`config.mk`:
```
export PLATFORM = sky130hd
export DESIGN_NAME = fifo_uart_tx
export DESIGN_NICKNAME = d
export VERILOG_FILES = /design/src/rtl/fifo_uart_tx.sv
export SDC_FILE = /design/constraint.sdc
export NUM_CORES = 1
export LEC_CHECK = 0
export CELL_PAD_IN_SITES_DETAIL_PLACEMENT = 0
export CELL_PAD_IN_SITES_GLOBAL_PLACEMENT = 1
export CORE_MARGIN = 2
export CORE_UTILIZATION = 44
export DETAILED_ROUTE_END_ITERATION = 16
export GPL_TIMING_DRIVEN = 0
export PLACE_DENSITY = 0.92
export SLEW_MARGIN = 10
export SYNTH_ARGS = -nofsm -noshare
export SYNTH_HDL_FRONTEND = slang
export SYNTH_SLANG_ARGS = --single-unit
```
`constraint.sdc`:
```
create_clock -name i_clk -period 3.14 [get_ports i_clk]
set_input_delay 0.314 -clock i_clk [delete_from_list [all_inputs] [get_ports i_clk]]
set_output_delay 0.314 -clock i_clk [all_outputs]
set_load 0.01 [all_outputs]
```
`src/rtl/fifo_uart_tx.sv`:
```
// FIFO-fed 8N1 UART transmitter: pops one byte per frame from a registered-output
// FIFO and serialises it LSB first on a registered, idle-high line.
module fifo_uart_tx #(
  parameter int CLKS_PER_BIT = 104,
  parameter int DATA_WIDTH   = 8,
  parameter int STOP_BITS    = 1
) (
  input  logic                  i_clk,
  input  logic                  i_rst,
  input  logic                  i_en,
  input  logic                  i_empty,
  input  logic [DATA_WIDTH-1:0] i_data,
  output logic                  o_rd,
  output logic                  o_tx,
  output logic                  o_busy
);

  localparam int BAUD_W = (CLKS_PER_BIT > 1) ? $clog2(CLKS_PER_BIT) : 1;
  localparam int BIT_W  = $clog2(DATA_WIDTH + STOP_BITS + 1);

  localparam logic [BAUD_W-1:0] BAUD_LAST = BAUD_W'(CLKS_PER_BIT - 1);
  localparam logic [BIT_W-1:0]  DATA_LAST = BIT_W'(DATA_WIDTH - 1);
  localparam logic [BIT_W-1:0]  STOP_LAST = BIT_W'(STOP_BITS - 1);

  typedef enum logic [2:0] {
    S_IDLE,
    S_FETCH,
    S_LOAD,
    S_START,
    S_DATA,
    S_STOP
  } state_e;

  state_e                state_q, state_d;
  logic [DATA_WIDTH-1:0] shift_q, shift_d;
  logic [BAUD_W-1:0]     baud_q, baud_d;
  logic [BIT_W-1:0]      bit_q, bit_d;
  logic                  tx_q, tx_d;
  logic                  rd_q, rd_d;
  logic                  busy_q, busy_d;
  logic                  bit_done;

  assign bit_done = (baud_q == BAUD_LAST);

  // Next-state logic; outputs are decoded from the next state so they can be registered
  always_comb begin
    state_d = state_q;
    shift_d = shift_q;
    baud_d  = baud_q;
    bit_d   = bit_q;
    tx_d    = 1'b1;
    rd_d    = 1'b0;
    busy_d  = 1'b1;

    case (state_q)
      S_IDLE: begin
        if (i_en && !i_empty) begin
          state_d = S_FETCH;
        end
      end
      S_FETCH: begin
        state_d = S_LOAD;
      end
      S_LOAD: begin
        shift_d = i_data;
        baud_d  = '0;
        bit_d   = '0;
        state_d = S_START;
      end
      S_START: begin
        if (bit_done) begin
          baud_d  = '0;
          state_d = S_DATA;
        end else begin
          baud_d = baud_q + 1'b1;
        end
      end
      S_DATA: begin
        if (bit_done) begin
          baud_d  = '0;
          shift_d = shift_q >> 1;
          if (bit_q == DATA_LAST) begin
            bit_d   = '0;
            state_d = S_STOP;
          end else begin
            bit_d = bit_q + 1'b1;
          end
        end else begin
          baud_d = baud_q + 1'b1;
        end
      end
      S_STOP: begin
        if (bit_done) begin
          baud_d = '0;
          if (bit_q == STOP_LAST) begin
            bit_d   = '0;
            state_d = S_IDLE;
          end else begin
            bit_d = bit_q + 1'b1;
          end
        end else begin
          baud_d = baud_q + 1'b1;
        end
      end
      default: begin
        state_d = S_IDLE;
      end
    endcase

    case (state_d)
      S_START: tx_d = 1'b0;
      S_DATA:  tx_d = shift_d[0];
      default: tx_d = 1'b1;
    endcase
    rd_d   = (state_d == S_FETCH);
    busy_d = (state_d != S_IDLE);
  end

  // State and output registers
  always_ff @(posedge i_clk) begin
    if (i_rst) begin
      state_q <= S_IDLE;
      shift_q <= '0;
      baud_q  <= '0;
      bit_q   <= '0;
      tx_q    <= 1'b1;
      rd_q    <= 1'b0;
      busy_q  <= 1'b0;
    end else begin
      state_q <= state_d;
      shift_q <= shift_d;
      baud_q  <= baud_d;
      bit_q   <= bit_d;
      tx_q    <= tx_d;
      rd_q    <= rd_d;
      busy_q  <= busy_d;
    end
  end

  assign o_tx   = tx_q;
  assign o_rd   = rd_q;
  assign o_busy = busy_q;

endmodule
```
==> results of run 1 <==
==> synthesized netlist by cell type (all sizes together) <==
| cell | n |
|---|---|
| dfxtp | 25 |
| a31o | 1 |
| o22ai | 2 |
| or3b | 1 |
| a21o | 2 |
| buf | 3 |
| and4bb | 1 |
| nor2b | 2 |
| nor2 | 13 |
| a221o | 2 |
| a31oi | 6 |
| nor3b | 3 |
| inv | 4 |
| and3 | 2 |
| a2bb2oi | 1 |
| or4b | 2 |
| o211ai | 1 |
| a221oi | 1 |
| nand4b | 1 |
| nor3 | 3 |
| ha | 3 |
| xor2 | 5 |
| nand4 | 3 |
| or2 | 1 |
| nand4bb | 1 |
| clkbuf | 3 |
| o21ai | 7 |
| a22oi | 6 |
| a2111oi | 1 |
| or3 | 1 |
| a21oi | 11 |
| a32oi | 1 |
| and2 | 3 |
| nand3 | 4 |
| nand2b | 3 |
| mux2i | 1 |
| and3b | 1 |
| a211o | 1 |
| a211oi | 4 |
| nand3b | 1 |
| nand2 | 12 |
==> kinds of logic (layout without fill, tap and decap cells) <==
family,Yosys count,in the layout
buffers and inverters,10,28
AOI/OAI and AO/OA,47,47
xor gates and xnor gates,5,5
muxes,1,1
DFF,25,25
adders and majority gates,3,3
and+or+nand+nor,58,58
==> per-layer routing <==
metal | up-vias | global-route usage
li1 | 592 | -
met1 | 572 | 0.253
met2 | 20 | 0.329
met3 | 5 | 0.0242
met4 | 0 | 0.0598
met5 | - | 0
==> worst max-delay path, cell delays in order, from the launching register on <==
cell,delay (ns)
dfxtp_1,0.37
ha_1,0.27
and2_1,0.25
a31oi_1,0.57
a221oi_1,0.20
o211ai_1,0.21
==> how the worst max path moves through the flow <==
stage / from / endpoint / cells past startpoint
2_1_floorplan: bit_q[0] / o_busy / 6
3_3_place_gp: i_rst / baud_q[1] / 4
3_5_place_dp: i_rst / state_q[0] / 4
4_1_cts: baud_q[0] / o_tx / 5
5_1_grt: bit_q[0] / o_busy / 6
6_report: baud_q[0] / o_tx / 5
==> placed cells by master (no fill, tap or decap), types with 4 or more instances in the layout <==
master / instances
a21oi_1: 11
a22oi_1: 6
a31oi_1: 6
clkbuf_1: 4
clkdlybuf4s50_1: 14
dfxtp_1: 25
inv_1: 4
nand2_1: 12
nand3_1: 4
nor2_1: 13
o21ai_1: 4
xor2_1: 4
==> power by group through the flow <==
stage / Sequential, µW / Clock (µW) / Combinational [µW]
after floorplan: 344 / 0 / 49.9
after global placement: 344 / 0 / 83.1
after detailed placement: 345 / 0 / 85.1
after CTS: 338 / 148 / 85.5
after global routing: 339 / 157 / 93.8
final: 338 / 142 / 84.5
==> sequential cells by signal, indices dropped and copies added (netlist names) <==
register	cells
o_rd	1
o_busy	1
shift_q	8
state_q	3
baud_q	7
o_tx	1
bit_q	4
==> layout make-up <==
| type | instances | area (µm²) | share of cell area |
|---|---|---|---|
| plain buffers | 6 | 26.3 | 0.0174 |
| inverters | 4 | 15.0 | 0.00996 |
| flip-flops and latches | 25 | 500 | 0.332 |
| well taps | 31 | 38.8 | 0.0257 |
| multi-input cells | 114 | 761 | 0.505 |
| clock buffers | 4 | 26.3 | 0.0174 |
| repair buffers | 14 | 140 | 0.0929 |
==> per-stage QoR <==
stage | cells | worst slack [ns]
floorplan | 149 | 1.53
global placement | 194 | 1.17
detailed placement | 194 | 1.12
CTS | 198 | 1.23
global route | 198 | 1.05
finish | 198 | 1.20
==> flow_summary.ini, run 1 <==
[final_layout]
area_growth_pct = 15.8
drive_above_1_share = 0.0838
fin_nets = 183
design_area_um2 = 1510
n_fill_cell = 266
final_util = 0.542
diodes = 0

[power]
power.total_uw = 565
combinationalPowerShare = 0.150
p_seq_frac = 0.598
p_leak_uw = 0.000544
power_density_nw_per_um2 = 374
switching_power_uw = 144
swShare = 0.256
vdd_ir_drop_max_v = 0.000255
power.share.clock = 0.252
internal-power_uw = 420

[clocking]
cts.htree.levels = 1
numClockSinks = 25
post-cts-setup-buffer-count = 0
root_buffer = clkbuf_4
cts_resized = 0
cts_buffer_depth = 2
cts_tree = done
cts.hold.buffers_added = 0
clk_latency_ns = 0.32
clk_pin_slew_ns = 0.13
cts_buffers = 3

[sta]
fin_crit_ns = 1.94
timing.final.max_slew_violations = 0
rsz0062_at_grt = no
fin_skew_ns = 0.00108
max_slew_margin = 0.567
setup_violations = 0
timing.fmax_mhz = 516
worst_pin_slew_ns = 0.646
holdWs_ns = 0.462
hold_violations = 0
setup_tns_ns = 0
fin_crit_sh = 0.617

[floorplan]
die_x_um = 58.4
ios = 15
core-area_um2 = 2780
std_cell_rows = 19
dieHeight_um = 58.4
fp.dieArea_um2 = 3410
start_util = 0.468

[run]
cap_violations = 0

[yosys]
yosysSeqAreaShare = 0.384
synth-compound-area-share = 0.252
yosys.area_share.adder = 0.0288
synth-simple-area-share = 0.256
synth_top_family_by_area = simple AND/OR/NAND/NOR gates
yosys.area.top_type = dfxtp_1
synthTopCellsByArea = dfxtp_1 (38%), a21oi_1 (4.2%), nor2_1 (3.7%)
syn_avg_cell_area_um2 = 8.74
syn-cell-area_um2 = 1300
yosysWarnings = 0
synth-xor-area-share = 0.0394
syn_inst = 149
syn_nets = 164
synth_cell_types = 46
synthMuxAreaShare = 0.00768
netlist.area_leader.share = 0.384
yosys_register_bits = 25

[worst_setup_path]
cp.required_ns = 3.39
cp_max_fo = 7
r2r_setup_slack_ns = 1.20
r2r-start = baud_q[0]
r2r_cells = 5
cp.arrival_ns = 2.19
reg2reg_to = o_tx
end_kind = register
path_class = register to register
crit_path_start_kind = register

[drt]
drt-wirelength-per-cell_um = 14.5
vias = 1189
firstDrtPassIters = 4
wl_met2_mm = 1.38
drtIter0Drc = 30
ant_nets = 0
routed.top_layer = met4
wirelength_mm = 2.87
drt-met1-wl_mm = 1.34
wl_met3_um = 120
route.detailed.drc = 0
vias_per_cell = 6.01

[grt]
grt_pass1_vias = 1194
overflow = 0
antenna_found_initial = 0
grt_pass1_wl_mm = 5.22
grt_max_degree = 14
track_usage = 0.193

[min_path]
min_path_cells = 2
min_from = shift_q[4]
holdPathEnd = shift_q[4]
min_path_type = register to register

[run_status]
outcome = completed

[placement]
placed_area_um2 = 1480
gp_congestion = 0.826
port_buffers = 14
hpwlAfterDp_mm = 2.21
(Power assumes the default switching activity.)
==> inputs of run 2 (changes only) <==
--- a/config.mk
+++ b/config.mk
@@ -8,10 +8,10 @@
 export CELL_PAD_IN_SITES_DETAIL_PLACEMENT = 0
 export CELL_PAD_IN_SITES_GLOBAL_PLACEMENT = 1
 export CORE_MARGIN = 2
-export CORE_UTILIZATION = 44
+export CORE_UTILIZATION = 37
 export DETAILED_ROUTE_END_ITERATION = 16
 export GPL_TIMING_DRIVEN = 0
-export PLACE_DENSITY = 0.92
+export PLACE_DENSITY = 0.84
 export SLEW_MARGIN = 10
 export SYNTH_ARGS = -nofsm -noshare
 export SYNTH_HDL_FRONTEND = slang
==> constraint.sdc (replaced) <==
create_clock -name i_clk -period 1.7 [get_ports i_clk]
set_input_delay 0.17 -clock i_clk [delete_from_list [all_inputs] [get_ports i_clk]]
set_output_delay 0.17 -clock i_clk [all_outputs]
set_load 0.01 [all_outputs]
==> flow_summary.ini, run 2 (synthesis results as in run 1) <==
[run_status]
outcome = completed

[clocking]
numClockSinks = 25
cts_buffers = 3
clk_pin_slew_ns = 0.13
cts.htree.levels = 1
cts_buffer_depth = 2
cts_tree = done
cts.hold.buffers_added = 0
clk_latency_ns = 0.32
root_buffer = clkbuf_4

[drt]
vias_per_cell = 5.46
firstDrtPassIters = 4
route.detailed.drc = 0
drt-wirelength-per-cell_um = 14.5
wirelength_mm = 3.09
drtIter0Drc = 34
ant_nets = 0
vias = 1163

[final_layout]
area_growth_pct = 24.4
design_area_um2 = 1620
largest_register = shift_q
diodes = 0
largest_register_ffs = 8
final_common_cell = dfxtp_1
final_cells = 213
fin_nets = 183
layout_common_cells = dfxtp_1 (18), clkdlybuf4s50_1 (14), nor2_1 (13), nand2_1 (12), a21oi_1 (11)
final_util = 0.482
reg.largest.list = shift_q x8, baud_q x7, bit_q x4
drive_above_1_share = 0.198

[power]
combinationalPowerShare = 0.157
power_density_nw_per_um2 = 652
power.total_uw = 1060
power.share.clock = 0.252
switching_power_uw = 274
p_seq_frac = 0.591
vdd_ir_drop_max_v = 0.000290
internal-power_uw = 783
swShare = 0.260
p_leak_uw = 0.000563

[floorplan]
std_cell_rows = 21
start_util = 0.387
dieHeight_um = 63.3
ios = 15
core-area_um2 = 3360
fp.dieArea_um2 = 4010
die_x_um = 63.3

[sta]
fin_crit_sh = 0.961
timing.final.max_slew_violations = 0
max_slew_margin = 0.652
worst_pin_slew_ns = 0.523
fin_crit_ns = 1.63
hold_violations = 0
setup_violations = 0
fin_skew_ns = 0.00392
timing.fmax_mhz = 612
holdWs_ns = 0.466
rsz0062_at_grt = yes

[worst_setup_path]
end_kind = register
cp.arrival_ns = 1.86
crit_path_start_kind = register
path_class = register to register
cp.required_ns = 1.93
cp_max_fo = 6

[grt]
overflow = 0
grt_max_degree = 14
grt_pass1_vias = 1084
track_usage = 0.158
grt_pass1_wl_mm = 5.01
antenna_found_initial = 0

[placement]
hpwlAfterDp_mm = 2.23
placed_area_um2 = 1500
port_buffers = 14
gp_congestion = 0.839
dp.cells = 209

[run]
cap_violations = 0

[min_path]
min_path_type = register to register
-- run 2: final timing paths --
| path | start | to | slack [ns] | cells past startpoint |
|---|---|---|---|---|
| max | baud_q[1] | o_rd | 0.07 | 5 |
| min | shift_q[6] | shift_q[6] | 0.47 | 2 |
| max reg2reg | baud_q[1] | o_rd | 0.07 | 5 |
| min reg2reg | shift_q[6] | shift_q[6] | 0.47 | 2 |
-- run 2: cell type report --
cell class	instances	area, µm²
fill	358	1740
multi-input combinational	114	842
sequential	25	509
timing repair buffer	14	140
tap	46	57.6
buffer	6	30.0
clock buffer	4	26.3
inverter	4	15.0
-- run 2: power by group through the flow --
| stage | logic, µW | clock network [µW] | registers, µW |
|---|---|---|---|
| 2_1_floorplan | 92.2 | 0 | 636 |
| 3_3_place_gp | 155 | 0 | 634 |
| 4_1_cts | 162 | 280 | 624 |
| 5_1_grt | 182 | 292 | 628 |
| 3_5_place_dp | 155 | 0 | 636 |
| 6_report | 166 | 267 | 624 |
-- run 2: critical path: stages, from the launching register on --
cell and delay (ns):
dfxtp_2 0.39, ha_2 0.23, nand2_1 0.17, o21ai_1 0.31, a211oi_4 0.12, a2111oi_2 0.32
-- run 2: through the flow --
| stage | setup WS [ns] | setup TNS [ns] |
|---|---|---|
| after floorplan | 0.0920 | 0 |
| after global placement | -0.207 | -1.82 |
| after detailed placement | -0.242 | -1.96 |
| after CTS | 0.00957 | 0 |
| after global routing | -0.0146 | -0.0328 |
| final | 0.0665 | 0 |
-- run 2: timing repair --
item                                   CTS  global route
pin swaps                                0             4
endpoints found under the hold margin    0             0
setup endpoints to repair               16             9
buffers inserted                         0             0
gates resized for setup                 10            15
-- run 2: routing by layer --
metal  share of wire  global-route usage
met5               0                   0
met4          0.0058              0.0245
met3           0.025              0.0375
met2            0.51               0.270
met1            0.46               0.205
